===== src/rtl/cache_control.sv =====
// Miss/hit sequencer for the 2-way L1 cache datapath: replies to CPU hits in the same cycle, write-back of a dirty victim then line fill on a miss.
// All outputs are combinational from state and inputs; physical memory stalls are absorbed by holding state until pmem_resp.
module cache_control #(
    parameter int CNT_WIDTH = 16
) (
    input  logic                 clk,
    input  logic                 reset,
    input  logic                 mem_read,
    input  logic                 mem_write,
    output logic                 mem_resp,
    input  logic                 pmem_resp,
    output logic                 pmem_read,
    output logic                 pmem_write,
    input  logic                 ishit0_out,
    input  logic                 ishit1_out,
    input  logic                 dirtyarr0_out,
    input  logic                 dirtyarr1_out,
    input  logic                 lru_out,
    output logic                 datainmux_sel,
    output logic [1:0]           addressmux_sel,
    output logic                 dataarr0_write,
    output logic                 dataarr1_write,
    output logic                 tag0_write,
    output logic                 tag1_write,
    output logic                 valid0_write,
    output logic                 valid1_write,
    output logic                 dirtyarr0_write,
    output logic                 dirtyarr1_write,
    output logic                 dirty_datain,
    output logic [CNT_WIDTH-1:0] hit_count,
    output logic [CNT_WIDTH-1:0] miss_count
);

    typedef enum logic [1:0] {
        HIT_CHECK  = 2'b00,
        WRITE_BACK = 2'b01,
        ALLOCATE   = 2'b10
    } state_t;

    state_t state;
    state_t state_next;
    logic   victim;

    logic req;
    logic hit;
    logic is_write;
    logic victim_dirty;

    assign req          = mem_read | mem_write;
    assign hit          = ishit0_out | ishit1_out;
    assign is_write     = mem_write;
    assign victim_dirty = lru_out ? dirtyarr1_out : dirtyarr0_out;

    always_ff @(posedge clk) begin
        if (reset) begin
            state      <= HIT_CHECK;
            victim     <= 1'b0;
            hit_count  <= '0;
            miss_count <= '0;
        end else begin
            state <= state_next;
            if (state == HIT_CHECK && req && hit && hit_count != '1)
                hit_count <= hit_count + CNT_WIDTH'(1);
            // Victim is captured once, at the miss decision, so LRU updates during the miss cannot move it.
            if (state == HIT_CHECK && req && !hit) begin
                victim <= lru_out;
                if (miss_count != '1)
                    miss_count <= miss_count + CNT_WIDTH'(1);
            end
        end
    end

    always_comb begin
        state_next      = state;
        mem_resp        = 1'b0;
        pmem_read       = 1'b0;
        pmem_write      = 1'b0;
        datainmux_sel   = 1'b0;
        addressmux_sel  = 2'b00;
        dataarr0_write  = 1'b0;
        dataarr1_write  = 1'b0;
        tag0_write      = 1'b0;
        tag1_write      = 1'b0;
        valid0_write    = 1'b0;
        valid1_write    = 1'b0;
        dirtyarr0_write = 1'b0;
        dirtyarr1_write = 1'b0;
        dirty_datain    = 1'b0;
        case (state)
            HIT_CHECK: begin
                if (req) begin
                    if (hit) begin
                        mem_resp = 1'b1;
                        if (is_write) begin
                            datainmux_sel = 1'b1;
                            dirty_datain  = 1'b1;
                            if (ishit0_out) begin
                                dataarr0_write  = 1'b1;
                                dirtyarr0_write = 1'b1;
                            end else begin
                                dataarr1_write  = 1'b1;
                                dirtyarr1_write = 1'b1;
                            end
                        end
                    end else begin
                        state_next = victim_dirty ? WRITE_BACK : ALLOCATE;
                    end
                end
            end
            WRITE_BACK: begin
                pmem_write     = 1'b1;
                addressmux_sel = victim ? 2'b10 : 2'b01;
                if (pmem_resp)
                    state_next = ALLOCATE;
            end
            ALLOCATE: begin
                pmem_read = 1'b1;
                if (pmem_resp) begin
                    // Fresh line from memory is clean; dirty_datain stays 0.
                    if (victim) begin
                        dataarr1_write  = 1'b1;
                        tag1_write      = 1'b1;
                        valid1_write    = 1'b1;
                        dirtyarr1_write = 1'b1;
                    end else begin
                        dataarr0_write  = 1'b1;
                        tag0_write      = 1'b1;
                        valid0_write    = 1'b1;
                        dirtyarr0_write = 1'b1;
                    end
                    state_next = HIT_CHECK;
                end
            end
            default: state_next = HIT_CHECK;
        endcase
    end

endmodule


===== config.mk =====
export PLATFORM = sky130hd
export DESIGN_NAME = cache_control
export DESIGN_NICKNAME = d
export VERILOG_FILES = /design/src/rtl/cache_control.sv
export SDC_FILE = /design/constraint.sdc
export NUM_CORES = 1
export LEC_CHECK = 0
export CAP_MARGIN = 20
export CORE_MARGIN = 1
export CORE_UTILIZATION = 45
export DETAILED_ROUTE_END_ITERATION = 12
export PLACE_DENSITY = 0.75
export SLEW_MARGIN = 20
export SYNTH_ARGS = -nofsm -noshare
export SYNTH_HDL_FRONTEND = slang
export SYNTH_SLANG_ARGS = --single-unit
export TNS_END_PERCENT = 100

===== constraint.sdc =====
create_clock -name clk -period 3.2 [get_ports clk]
set_input_delay 0.96 -clock clk [delete_from_list [all_inputs] [get_ports clk]]
set_output_delay 0.96 -clock clk [all_outputs]
set_load 0.05 [all_outputs]

==> results.cfg <==
[routing]
dr.pass1.iters = 4
drt-total-wl_um = 4870
drc_errors = 0
viasPerCell = 5.77
ant_nets = 0
drt-initial-drc-count = 134
avgRoutedWirePerCell_um = 13.9
num_vias = 2027

[global_route]
grt_first_pass_wirelength_um = 7980
grt_max_degree = 26
antenna_found_initial = 0
grt_pass1_vias = 1713
grtUsageTotal = 0.225
overflow = 0

[die]
core_um2 = 4120
fp-row-count = 23
dieWidth_um = 68.6
initial_utilization = 0.484
die-area_um2 = 4700
ios = 57
fp.dieH_um = 68.6

[synth]
syn-cell-area_um2 = 1990
yosys.area.top_type = dfxtp_1
ys.flop_type = dfxtp_1
ys_async_sr_fraction = 0
netlist_instances = 243
yosys_warnings = 0
syn_area_per_cell_um2 = 8.20
synth_top_area_frac = 0.352
syn_nets = 255
synth_cell_types = 45
ys_seq_area_frac = 0.352
ys_seq_elements = 35
netlist_top_cells_area = dfxtp_1 35%, a21oi_1 5.5%, o31ai_1 4.9%, or4_1 4.5%, mux2_2 4.0%
synth_enable_flop_cells = 0

[timing]
rsz0062_at_grt = false
hold_ws_ps = 521
period_needed_ps = 3110
layout_setup_ws_ps = 89.2
tightest_slew_ps = 791
finalHoldViolations = 0
fin_crit_sh = 0.972
tns_ps = 0
slew_headroom = 0.468
fmax_mhz = 321
setup_viol = 0
skew_ps = 10.3
finalMaxSlewViolations = 0

[worst_setup_path]
reg2regPathDepth = 4
rr_startpoint = miss_count[12]
path_cells = clkdlybuf4s50_1 -> or2_1 -> nand3_1 -> inv_1 -> buf_12
required_ps = 2240
r2r_end = miss_count[15]
critPathTopFamily = buffers and inverters
worstPathArrival_ps = 2150
critPathMaxStageDelay_ps = 510
path_max_fanout = 5
cp.depth = 5
cp-end-kind = output pin
setup.worst_path.class = primary input to output pin
worst-path-buf-inv = 3
crit_slowest_cell = clkdlybuf4s50_1
r2r_slack_ps = 1080
cp-start-kind = primary input

[worst_hold_path]
worstHoldStart = miss_count[7]
min_to = miss_count[7]
hold_path_depth = 1
hold_class = flip-flop to flip-flop

[clock_tree]
clockBufferDepth = 2
holdBufCountCts = 0
clkTransAtPathRegs_ps = 80
clock-root-buffer = clkbuf_8
clock_latency_ps = 290
cts_setup_buffers = 0
numCtsBuffers = 5
cts_tree = built
ctsResizeCount = 0
clock_sinks = 35
htreeDepth = 2

[layout]
n_antenna_cell = 0
nNetsFinal = 312
seq_area_um2 = 701
fillers = 351
layoutNonFillerInstCount = 351
multi_input_area_um2 = 1170
layout_common_cells = 45 x clkdlybuf4s50_1, 35 x dfxtp_1, 22 x a21oi_1
final_common_cell = clkdlybuf4s50_1
drive_above_1_share = 0.159
synthToLayoutAreaGrowth_pct = 39.7
fin_area_um2 = 2790

[place]
dp_hpwl_um = 3550
pre_cts_slack_ps = 75.9
port_buffers = 56
dpl-instance-area_um2 = 2700
place.gp.congestion = 0.807
dp_cells = 343

[status]
outcome = finished clean

[power_and_ir_drop]
p_switching_w = 0.000264
power_frac_comb = 0.178
sw_frac_of_total = 0.286
p_seq_frac = 0.486
power_density_nw_per_um2 = 331
power_frac_clock = 0.336
p_leak_nw = 0.941
internal-power_w = 0.000658
peakVddDrop_uv = 256

[job]
cap_violations = 0
[through the flow]
| step | utilization | power, W |
|---|---|---|
| after floorplan | - | 0.000555 |
| after global placement | 0.656 | 0.000621 |
| after detailed placement | 0.656 | 0.000624 |
| after CTS | 0.677 | 0.000931 |
| after global routing | 0.677 | 0.000960 |
| final | 0.677 | 0.000923 |
[per-layer routing]
metal  routed length (µm)  part of all wire  up-vias  track usage
met5                    0                 0        -            0
met4                   62             0.013        0       0.0781
met3                  251             0.052        7       0.0428
met2                 2210              0.45       55        0.366
met1                 2350              0.48      935        0.296
li1                     -                 -     1030            -
[Yosys cell counts, types with 3 or more instances]
library cell   n
a211oi_1       3
a21oi_1       22
and4_1         4
buf_4          5
buf_6          3
clkbuf_1       6
dfxtp_1       35
inv_1          7
mux2_2         7
nand2_1       17
nand3_1       12
nand4_1       10
nor2_1        20
nor2b_1        8
nor3_1         6
nor4_1        10
o21ai_0        4
o31ai_1       13
or2_2          3
or3_1          5
or4_1         12
[state kept, by name (all words and copies together) (netlist names)]
| name | cells |
|---|---|
| victim | 1 |
| state | 2 |
| miss_count | 16 |
| hit_count | 16 |
[power groups by stage]
stage          clock, W  sequential, W  combinational, W
6_report       0.000310       0.000449          0.000164
5_1_grt        0.000335       0.000449          0.000175
4_1_cts        0.000317       0.000449          0.000165
3_5_place_dp          0       0.000459          0.000165
3_3_place_gp          0       0.000458          0.000163
2_1_floorplan         0       0.000472         0.0000829
[worst max-delay path by stage]
stage                           from        endpoint
final                     ishit0_out        mem_resp
after CTS                 ishit0_out        mem_resp
after global routing      ishit0_out        mem_resp
after floorplan           ishit1_out        mem_resp
after global placement    ishit0_out  miss_count[15]
after detailed placement  ishit0_out  miss_count[15]
[kinds of logic (layout without fill, tap and decap cells)]
| kind of cell | after synthesis | in the layout | synth area share |
|---|---|---|---|
| AOI/OAI and AO/OA | 53 | 53 | 0.175 |
| adders and majority gates | 2 | 2 | 0.0126 |
| buffers and inverters | 22 | 80 | 0.0621 |
| DFF | 35 | 35 | 0.352 |
| muxes | 9 | 9 | 0.0496 |
| and+or+nand+nor | 122 | 122 | 0.349 |
[worst register-to-register path: stages (launching register included)]
cell and delay [ps]:
dfxtp_1 440, nand4_1 310, nor4_2 780, nor4_1 170
mux2_2 310
[area by class of cell]
type / count / share of cell area
clock buffers: 5 / 0.0247
clock inverters: 3 / 0.00539
inverters: 7 / 0.00943
multi-input cells: 186 / 0.421
flip-flops and latches: 35 / 0.252
well taps: 50 / 0.0225
repair buffers: 65 / 0.265
Power figures use the tool's default switching activity.
